===== src/rtl/dsp48a1_op_sequencer.sv =====
// dsp48a1_op_sequencer: drives a DSP48A1 slice from a command stream and buffers its results
module dsp48a1_op_sequencer #(
    parameter int LATENCY    = 4,
    parameter int RES_DEPTH  = 4,
    parameter int RST_CYCLES = 2
) (
    input  logic        CLK,
    input  logic        RST_N,
    input  logic        cmd_valid,
    output logic        cmd_ready,
    input  logic [17:0] cmd_a,
    input  logic [17:0] cmd_b,
    input  logic [47:0] cmd_c,
    input  logic [17:0] cmd_d,
    input  logic [7:0]  cmd_opmode,
    input  logic        cmd_carryin,
    input  logic        flush_req,
    output logic [17:0] dsp_A,
    output logic [17:0] dsp_B,
    output logic [47:0] dsp_C,
    output logic [17:0] dsp_D,
    output logic [7:0]  dsp_OPMODE,
    output logic        dsp_CARRYIN,
    output logic        dsp_CE,
    output logic        dsp_RST,
    input  logic [47:0] dsp_P,
    input  logic [35:0] dsp_M,
    input  logic        dsp_CARRYOUT,
    output logic        res_valid,
    input  logic        res_ready,
    output logic [47:0] res_p,
    output logic [35:0] res_m,
    output logic        res_carryout,
    output logic        busy
);
    localparam int AW = $clog2(RES_DEPTH);
    localparam int CW = 6;
    typedef enum logic [1:0] {INIT_RST, INIT_FLUSH, RUN, DRAIN} state_t;
    state_t state, state_n;
    logic [4:0] cnt, cnt_n;
    logic [LATENCY-1:0] tag;
    logic [CW-1:0] inflight, count;
    logic [AW-1:0] wp, rp;
    logic [84:0] mem [RES_DEPTH];
    logic acc, push, pop;
    assign acc = cmd_valid && cmd_ready;
    assign push = tag[LATENCY-1];
    assign pop = res_valid && res_ready;
    assign cmd_ready = (state == RUN) && !flush_req && (inflight + count < CW'(RES_DEPTH));
    assign busy = (state != RUN) || (inflight != '0);
    assign dsp_CE = 1'b1;
    assign dsp_RST = (state == INIT_RST);
    assign res_valid = (count != '0);
    assign {res_p, res_m, res_carryout} = res_valid ? mem[rp] : '0;
    // next state: timed slice reset, pipeline flush, run, drain before re-reset
    always_comb begin
        state_n = state;
        cnt_n = '0;
        case (state)
            INIT_RST:   if (cnt == 5'(RST_CYCLES - 1)) state_n = INIT_FLUSH; else cnt_n = cnt + 5'd1;
            INIT_FLUSH: if (cnt == 5'(LATENCY - 1)) state_n = RUN; else cnt_n = cnt + 5'd1;
            RUN:        if (flush_req) state_n = DRAIN;
            default:    if (inflight == '0) state_n = INIT_RST;
        endcase
    end
    // state, tag pipeline, operand registers and FIFO bookkeeping
    always_ff @(posedge CLK or negedge RST_N) begin
        if (!RST_N) begin
            state <= INIT_RST;
            cnt <= '0;
            tag <= '0;
            inflight <= '0;
            count <= '0;
            wp <= '0;
            rp <= '0;
            {dsp_A, dsp_B, dsp_C, dsp_D, dsp_OPMODE, dsp_CARRYIN} <= '0;
        end else begin
            state <= state_n;
            cnt <= cnt_n;
            tag <= (tag << 1) | LATENCY'(acc);
            inflight <= inflight + CW'(acc) - CW'(push);
            count <= count + CW'(push) - CW'(pop);
            wp <= push ? wp + AW'(1) : wp;
            rp <= pop ? rp + AW'(1) : rp;
            if (acc)
                {dsp_A, dsp_B, dsp_C, dsp_D, dsp_OPMODE, dsp_CARRYIN} <=
                    {cmd_a, cmd_b, cmd_c, cmd_d, cmd_opmode, cmd_carryin};
        end
    end
    // result storage: capture the slice outputs as the tag leaves the pipeline
    always_ff @(posedge CLK) begin
        if (push) mem[wp] <= {dsp_P, dsp_M, dsp_CARRYOUT};
    end
endmodule


===== config.mk =====
export PLATFORM = sky130hd
export DESIGN_NAME = dsp48a1_op_sequencer
export DESIGN_NICKNAME = d
export VERILOG_FILES = /design/src/rtl/dsp48a1_op_sequencer.sv
export SDC_FILE = /design/constraint.sdc
export NUM_CORES = 1
export LEC_CHECK = 0
export ABC_AREA = 0
export CAP_MARGIN = 10
export CORE_UTILIZATION = 55
export CTS_CLUSTER_SIZE = 14
export DETAILED_ROUTE_END_ITERATION = 10
export GPL_ROUTABILITY_DRIVEN = 0
export PLACE_DENSITY = 0.93
export RECOVER_POWER = 50
export SLEW_MARGIN = 20
export SYNTH_ARGS = -nofsm -noshare
export SYNTH_HDL_FRONTEND = slang
export SYNTH_SLANG_ARGS = --single-unit
export TNS_END_PERCENT = 30

===== constraint.sdc =====
create_clock -name CLK -period 5.2 [get_ports CLK]
set_input_delay 0.52 -clock CLK [delete_from_list [all_inputs] [get_ports CLK]]
set_output_delay 0.52 -clock CLK [all_outputs]
set_load 0.02 [all_outputs]

==> results.ini <==
[placement]
dpl.hpwl_um = 27400
dp_cells = 1756
placed_area_um2 = 23100
port_buffers = 400
dp_slack_ns = 1.41

[cts]
cts-root-buf = clkbuf_16
cts_tree = yes
cts_buffers = 46
clk_latency_ns = 0.56
postCtsHoldBufs = 0
cts_post_setup_buffers_inserted = 0
path_clk_slew_ns = 0.06
cts_resized = 0
clockBufferDepth = 3
clock_sinks = 478
cts_max_level = 2

[grt]
grt_overflow = 0
grt_pass1_wl_um = 62400
grt_max_degree = 89
antenna_found_initial = 10
grt_pass1_vias = 11000
grt_usage_pct = 24.6

[routing]
totalWireLength_um = 42700
ant_nets = 0
viasPerCell = 5.53
drt_iter0_drc = 720
dr.pass1.iters = 5
drc = 0
vias = 10200
avgRoutedWirePerCell_um = 23.1

[synthesis]
ys_ff_latch = 478
ys_types = 41
synthesis.area_um2 = 18600
syn_avg_cell_area_um2 = 19.9
ys_top_cells_by_count = edfxtp_1, dfrtp_1, and2_1
synthArstFlopShare_pct = 28.9
yosys_most_used_dff = edfxtp_1
yosysMostFrequentCell = edfxtp_1
synth-edff-count = 340
syn_inst = 939
synth.top_cells.by_area = edfxtp_1, dfrtp_1, mux4_2
synth.largest_area_cell = edfxtp_1
yosysSeqAreaShare_pct = 73.3
yosys_warnings = 0
synth_fp_nets = 1172
yosys.area.top_type_share_pct = 54.8

[sta]
skew_ns = 0.0186
slew_viol_final = 134
setup_slack_ns = 1.07
fmax_mhz = 242
hold_ws_ns = 0.0416
slew_headroom_pct = -106
period_share_pct = 79.5
tightest_slew_ns = 3.09
post-route-min-period_ns = 4.13
fin_setup_tns_ns = 0
hold_violations = 0
setup-violations-final = 0
rsz0062_at_grt = false

[floorplanning]
fp.coreArea_um2 = 33400
ios = 402
die_area_um2 = 34600
die_h_um = 186
die_x_um = 186
num_rows = 67
initial_utilization_pct = 55.7

[finish]
syn2layout_area_growth_pct = 32.2
final_util_pct = 73.7
stdcell_area_um2 = 24600
finalNetCount = 1589
drive_gt1_share_pct = 15.4
stdcell_count = 1848

[flow_run]
cap_violations = 3

[power]
internal-power_mw = 9.20
comb_power_share_pct = 38.0
powerDensity_nw_per_um2 = 547
ir_drop_uv = 391
seqPwrFrac_pct = 37.2
switching_share_pct = 31.8
pwr-share-clk_pct = 24.8
power_switching_mw = 4.29
power_leakage_nw = 9.22
power_mw = 13.5

[worst_setup_path]
cp.required_ns = 5.37
path_class = reg -> reg
reg2reg_slack_ns = 1.07
critical_path_arrival_ns = 4.31
endpoint_kind = flop
start_kind = flop
path_max_fanout = 46

[status]
violations = capacitance limit, slew limit
status = finished, violations left

[worst_hold_path]
hold_path.class = in -> async

metal layers:
metal	GRT usage, %	part of all wire (%)
met1	27.8	35
met2	43.9	53
met3	7.57	8.8
met4	8.79	2.9
met5	0	0.11
state kept, by name, indices dropped and copies added (netlist names), 5 cells and up:
| register | count |
|---|---|
| count | 6 |
| mem | 340 |
| dsp_D | 18 |
| inflight | 6 |
| dsp_OPMODE | 8 |
| cnt | 5 |
| dsp_A | 18 |
| dsp_B | 18 |
| dsp_C | 48 |
worst paths after layout:
| path | from | endpoint | cells past startpoint |
|---|---|---|---|
| worst max register to register | tag[3] | mem[3][81] | 2 |
| max in group asynchronous | RST_N | dsp_B[5] | 2 |
| worst max-delay path | tag[3] | mem[3][81] | 2 |
| worst min register to register | tag[0] | tag[1] | 0 |
| worst min-delay path | RST_N | dsp_C[26] | 1 |
| min in group CLK | tag[0] | tag[1] | 0 |
worst max-delay path, cell delays in order, from the launching register on:
cell	delay, ns
dfrtp_1	0.58
and2_0	2.29
buf_4	0.85
cell families (layout without fill, tap and decap cells):
logic type / after synthesis / count (layout) / synth area share, %
compound gates: 24 / 24 / 0.946
xor+xnor: 14 / 14 / 0.658
fa+ha+maj: 32 / 32 / 2.23
buf+inv: 71 / 525 / 1.83
flops: 478 / 478 / 73.3
mux: 198 / 198 / 17.1
other cells: 1 / 8 / 0.0201
simple gates: 121 / 121 / 3.96
area by class of cell:
type	instances	area [um^2]
Antenna cell	7	17.5
Clock buffer	58	1260
Clock inverter	27	270
Fill cell	1836	8800
Inverter	29	109
Multi-Input combinational cell	390	4650
Sequential cell	478	13700
Tap cell	448	561
Timing Repair Buffer	411	4110
layout by cell type, fill, tap and decap left out, types with 3 or more instances in the layout:
| cell type | synthesis | layout |
|---|---|---|
| edfxtp_1 | 340 | 340 |
| clkdlybuf4s50_1 | 0 | 314 |
| dfrtp_1 | 138 | 136 |
| and2_1 | 90 | 86 |
| mux4_2 | 85 | 85 |
| dlygate4sd3_1 | 0 | 85 |
| mux2_1 | 70 | 70 |
| clkbuf_16 | 0 | 46 |
| mux2_2 | 42 | 42 |
| ha_1 | 30 | 30 |
| inv_1 | 29 | 29 |
| clkinv_1 | 0 | 10 |
| xor2_1 | 9 | 9 |
| nor2_1 | 9 | 9 |
| clkinv_2 | 0 | 8 |
| buf_4 | 2 | 8 |
| diode_2 | 0 | 7 |
| clkbuf_1 | 17 | 7 |
| nand3_1 | 6 | 6 |
| clkbuf_8 | 0 | 6 |
| xnor2_1 | 5 | 5 |
| bufinv_16 | 0 | 5 |
| o21bai_1 | 4 | 4 |
| a21oi_1 | 4 | 4 |
| o21ai_0 | 3 | 3 |
| a21o_1 | 3 | 3 |
power by group through the flow:
stage	logic (mW)	registers, mW	clock network, mW
global placement	5.00	5.06	0
global route	5.43	5.09	3.55
CTS	5.19	5.03	3.39
finish	5.12	5.02	3.34
detailed placement	5.12	5.09	0
floorplan	2.54	5.33	0
Note: power is estimated with default switching activity, not from simulation.
